File: src/rtl/regfile_pkg.sv
// ============================================================================
// regfile_pkg : shared register-file widths, constants and arbiter state type
// Rev 1.0
// ============================================================================
`default_nettype none

package regfile_pkg;

  localparam int REG_ADDR_W = 5;
  localparam int REG_DATA_W = 32;
  localparam int NUM_REGS   = 32;
  localparam int ZERO_REG   = 0;

  typedef enum logic [0:0] {
    ST_CLEAR = 1'b0,
    ST_RUN   = 1'b1
  } arb_state_t;

endpackage

`default_nettype wire

File: src/rtl/regfile_write_arbiter_rr_arb2.sv
// ============================================================================
// rr_arb2 : stateless two-way round-robin grant (index 0 = A, 1 = B)
// Rev 1.0
// ============================================================================
`default_nettype none

module rr_arb2 (
  input  logic [1:0] req,
  input  logic       last,
  output logic [1:0] gnt
);

  // On contention the requester that was not granted last wins.
  always_comb begin
    gnt    = 2'b00;
    gnt[0] = req[0] & (~req[1] | last);
    gnt[1] = req[1] & (~req[0] | ~last);
  end

endmodule

`default_nettype wire

File: src/rtl/regfile_write_arbiter.sv
// ============================================================================
// regfile_write_arbiter : shares the register-file write port between two
// requesters with round-robin fairness and a post-reset clear of x1..x31.
// Rev 1.0
// ============================================================================
`default_nettype none

module regfile_write_arbiter
  import regfile_pkg::*;
#(
  parameter int INIT_CLEAR = 1,
  parameter int ADDR_W     = REG_ADDR_W,
  parameter int DATA_W     = REG_DATA_W
) (
  input  logic              clk,
  input  logic              reset,
  input  logic              a_valid,
  output logic              a_ready,
  input  logic [ADDR_W-1:0] a_addr,
  input  logic [DATA_W-1:0] a_data,
  input  logic              b_valid,
  output logic              b_ready,
  input  logic [ADDR_W-1:0] b_addr,
  input  logic [DATA_W-1:0] b_data,
  output logic              WE3,
  output logic [ADDR_W-1:0] WA3,
  output logic [DATA_W-1:0] WD3,
  output logic              clear_done,
  output logic              last_grant
);

  localparam logic [ADDR_W-1:0] LAST_IDX  = ADDR_W'(NUM_REGS - 1);
  localparam logic [ADDR_W-1:0] ZERO_ADDR = ADDR_W'(ZERO_REG);

  arb_state_t        state_q, state_d;
  logic [ADDR_W-1:0] clr_idx_q, clr_idx_d;
  logic              last_grant_q, last_grant_d;
  logic              we_q, we_d;
  logic [ADDR_W-1:0] wa_q, wa_d;
  logic [DATA_W-1:0] wd_q, wd_d;

  logic              run;
  logic [1:0]        req;
  logic [1:0]        gnt;

  assign run = (state_q == ST_RUN);
  assign req = {b_valid, a_valid} & {2{run}};

  rr_arb2 u_rr_arb2 (
    .req  (req),
    .last (last_grant_q),
    .gnt  (gnt)
  );

  always_comb begin
    state_d      = state_q;
    clr_idx_d    = clr_idx_q;
    last_grant_d = last_grant_q;
    we_d         = 1'b0;
    wa_d         = wa_q;
    wd_d         = wd_q;

    if (state_q == ST_CLEAR) begin
      we_d      = 1'b1;
      wa_d      = clr_idx_q;
      wd_d      = '0;
      clr_idx_d = clr_idx_q + ADDR_W'(1);
      if (clr_idx_q == LAST_IDX) begin
        state_d = ST_RUN;
      end
    end else if (gnt[0]) begin
      // Writes to x0 still complete the handshake but never reach the port.
      last_grant_d = 1'b0;
      if (a_addr != ZERO_ADDR) begin
        we_d = 1'b1;
        wa_d = a_addr;
        wd_d = a_data;
      end
    end else if (gnt[1]) begin
      last_grant_d = 1'b1;
      if (b_addr != ZERO_ADDR) begin
        we_d = 1'b1;
        wa_d = b_addr;
        wd_d = b_data;
      end
    end
  end

  always_ff @(posedge clk) begin
    if (reset) begin
      state_q      <= (INIT_CLEAR != 0) ? ST_CLEAR : ST_RUN;
      clr_idx_q    <= ADDR_W'(1);
      last_grant_q <= 1'b1;
      we_q         <= 1'b0;
      wa_q         <= '0;
      wd_q         <= '0;
    end else begin
      state_q      <= state_d;
      clr_idx_q    <= clr_idx_d;
      last_grant_q <= last_grant_d;
      we_q         <= we_d;
      wa_q         <= wa_d;
      wd_q         <= wd_d;
    end
  end

  assign a_ready    = gnt[0];
  assign b_ready    = gnt[1];
  assign WE3        = we_q;
  assign WA3        = wa_q;
  assign WD3        = wd_q;
  assign clear_done = run;
  assign last_grant = last_grant_q;

endmodule

`default_nettype wire

File: config.mk
export PLATFORM = sky130hd
export DESIGN_NAME = regfile_write_arbiter
export DESIGN_NICKNAME = d
export VERILOG_FILES = /design/src/rtl/regfile_pkg.sv /design/src/rtl/regfile_write_arbiter_rr_arb2.sv /design/src/rtl/regfile_write_arbiter.sv
export SDC_FILE = /design/constraint.sdc
export NUM_CORES = 1
export LEC_CHECK = 0
export CAP_MARGIN = 20
export CORE_MARGIN = 2
export CORE_UTILIZATION = 36
export DETAILED_ROUTE_END_ITERATION = 12
export PLACE_DENSITY = 0.73
export SETUP_SLACK_MARGIN = 0.15
export SYNTH_ARGS = -nofsm -noshare
export SYNTH_HDL_FRONTEND = slang
export SYNTH_HIERARCHICAL = 1
export SYNTH_SLANG_ARGS = --single-unit
File: constraint.sdc
create_clock -name clk -period 2.4 [get_ports clk]
set_input_delay 0.48 -clock clk [delete_from_list [all_inputs] [get_ports clk]]
set_output_delay 0.48 -clock clk [all_outputs]
set_load 0.005 [all_outputs]
==> results.md <==
* Post-route cell area at 0.003787 mm^2
* Placement row count at 29
* Initial antenna violation count at 0
* VDD IR max at 0.2383 mV
* First-pass GRT wire length at 9901 um
* WL/cell at 14.65 um
* Worst min-delay path category: flip-flop to flip-flop
* Multi-input logic area at 0.001326 mm^2
* DR pass1 iterations at 4
* Max-Cap Viols at 0
* Cell taking the most area after synthesis: dfxtp_1
* Top cells by area, synth: dfxtp_1 39%, mux2i_1 17%, a211oi_2 16%, nor3_1 6.9%, clkbuf_1 2.9%
* Pre-CTS setup slack at -0.01829 ns
* Skew-Pair Late Insertion Delay at 0.29 ns
* Sequential cell area at 900.9 um^2
* Commonest cells in the netlist: 45 x dfxtp_1, 39 x mux2i_1, 32 x nor3_1
* TritonCTS clock tree: yes
* Worst-path maximum fanout at 32
* Post-synth EDFFs at 0
* Routed Antenna Nets at 0
* Final wirelength at 6197 um
* Via count of the first global-routing pass at 2061
* DRC Markers at 0
* Final worst-path setup slack at 0.2871 ns
* Final hold violation count at 0
* Slew Viols, Final at 0
* Worst slew margin at 0.6917
* Unique masters post-synth at 30
* Share of cells above drive strength 1 at 0.1647
* Final setup vio count at 0
* Area grow syn2layout at 62.04%
* Final period util at 0.8804
* Static leakage at 1.199 nW
* Starting DRT DRC Count at 34
* Filler instances at 591
* DIE HEIGHT at 84.58 um
* Synth top area share at 0.3854
* Top_reg_cell synth: dfxtp_1
* Most frequent cell after synthesis: dfxtp_1
* Sequential share of the synthesized area at 0.3854
* Mapped cell area at 0.002337 mm^2
* Worst-Margin Slew at 0.4624 ns
* CORE AREA at 0.006314 mm^2
* CP arrival at 2.32 ns
* Overflow after GRT at 0
* Cell Area, Placed at 0.003642 mm^2
* Syn Area/Cell at 10.03 um^2
* # diodes at 0
* Largest net degree at the start of global routing at 44
* Die ar. at 0.007153 mm^2
* Overall die width at 84.58 um
* H-Tree Depth at 2
* WP data required at 2.61 ns
* DR vias/cell at 5.106
* Clock sink count at 45
* Via Count at 2160
* Hold Buf Count CTS at 0
* #FFs+latches synth at 45
* Minimum clock period after layout at 2.113 ns
* Ys Warns at 6
* Reg clk slew, reported paths at 0.08 ns
* CTS Buf Count at 5
* Detailed Place HPWL at 4592 um
* Post-synth ARST share at 0
* Fin nets at 425
* I/O Pins at 120
* F_max at 473.3 MHz
* GRT Resource Usage Total at 0.1685
* Clock buffer depth at 2
* CP Capture Type: flip-flop
* Outcome: finished, final reports clean
* Initial Util at 0.3702
* RSZ-0062 raised after global routing: false
* Clock root cell: clkbuf_8
* Synth Instances at 233
* Critical path class: input pin to flip-flop
* Critical Path Start Type: input pin
* PortBufs at 119
* Pwr dens at 409.5 mW/mm^2
* Skew final at 0.009013 ns
* Placer Congestion at 0.7458
* Net Count, Synth at 313
power by group:
part           switching, mW  total (mW)  internal [mW]
logic                 0.0543       0.200          0.145
registers            0.00923       0.767          0.758
clock network          0.244       0.584          0.340
total                  0.308        1.55           1.24
stage by stage:
step	hold slack (ns)	power, mW	std cells	utilization	TNS (ns)
after floorplan	0.4589	0.8352	233	-	0
after global placement	0.4462	0.9827	414	0.5769	-0.003185
after detailed placement	0.4475	0.9868	414	0.5769	-0.05155
after CTS	0.4604	1.570	423	0.5987	0
after global routing	0.4810	1.614	423	0.5999	0
final	0.4606	1.551	423	0.5999	0
per-layer routing:
metal | routed length, um | global-route usage | vias up
li1 | - | - | 1079
met1 | 2676 | 0.2021 | 992
met2 | 2913 | 0.2899 | 78
met3 | 505 | 0.05211 | 11
met4 | 102 | 0.04906 | 0
met5 | 0 | 0 | -
cell usage in the layout, fill, tap and decap left out, types with 2 or more instances in the layout:
cell type / netlist / routed
buf_12: 0 / 4
buf_4: 0 / 7
o21ai_0: 5 / 5
clkbuf_8: 0 / 6
a21boi_4: 0 / 2
or2_2: 1 / 2
dlygate4sd2_1: 0 / 2
mux2i_1: 39 / 39
a211oi_2: 30 / 30
dfxtp_1: 45 / 45
nor2b_1: 2 / 2
a211oi_1: 7 / 7
nor3_1: 32 / 32
clkdlybuf4s50_1: 0 / 117
and2_4: 0 / 2
inv_1: 7 / 7
o41ai_1: 5 / 5
xor2_1: 2 / 2
nor2_1: 13 / 13
a21oi_1: 3 / 2
ha_1: 2 / 2
cell families after synthesis:
| group | after synthesis | synth area share |
|---|---|---|
| AOI/OAI and AO/OA | 54 | 0.2318 |
| xor gates and xnor gates | 3 | 0.01124 |
| muxes | 39 | 0.1670 |
| adders and majority gates | 2 | 0.01070 |
| DFF | 45 | 0.3854 |
| buffers and inverters | 32 | 0.06798 |
| and+or+nand+nor | 58 | 0.1258 |
worst paths after layout:
kind	start	to	slack [ns]	cells after the start
max reg2reg	clear_done	WD3[6]	0.51	8
min	WA3[4]	WA3[4]	0.46	2
max	a_addr[3]	WD3[6]	0.29	6
min reg2reg	WA3[4]	WA3[4]	0.46	2
final cells by class:
cell class / instances / area share
clock buffers: 7 / 0.02279
clock inverters: 1 / 0.007929
inverters: 7 / 0.006938
multi-input cells: 156 / 0.3502
flip-flops and latches: 45 / 0.2379
well taps: 77 / 0.02544
repair buffers: 130 / 0.3489
critical path, cell delays in order:
cell and delay (ns):
clkdlybuf4s50_1 0.41, or4_1 0.51, o21a_1 0.19, or2_2 0.32, buf_12 0.19, a211oi_1 0.20
timing repair:
action	4_1_cts	5_1_grt
buffers inserted	1	0
endpoints found under the setup margin	2	1
resized for setup	6	1
flip-flops by register name, summed over array words and instances (netlist names):
| register | flops |
|---|---|
| last_grant | 1 |
| clear_done | 1 |
| WD3 | 32 |
| WA3 | 5 |
| clr_idx_q | 5 |
| WE3 | 1 |
Note: power is estimated with default switching activity, not from simulation.
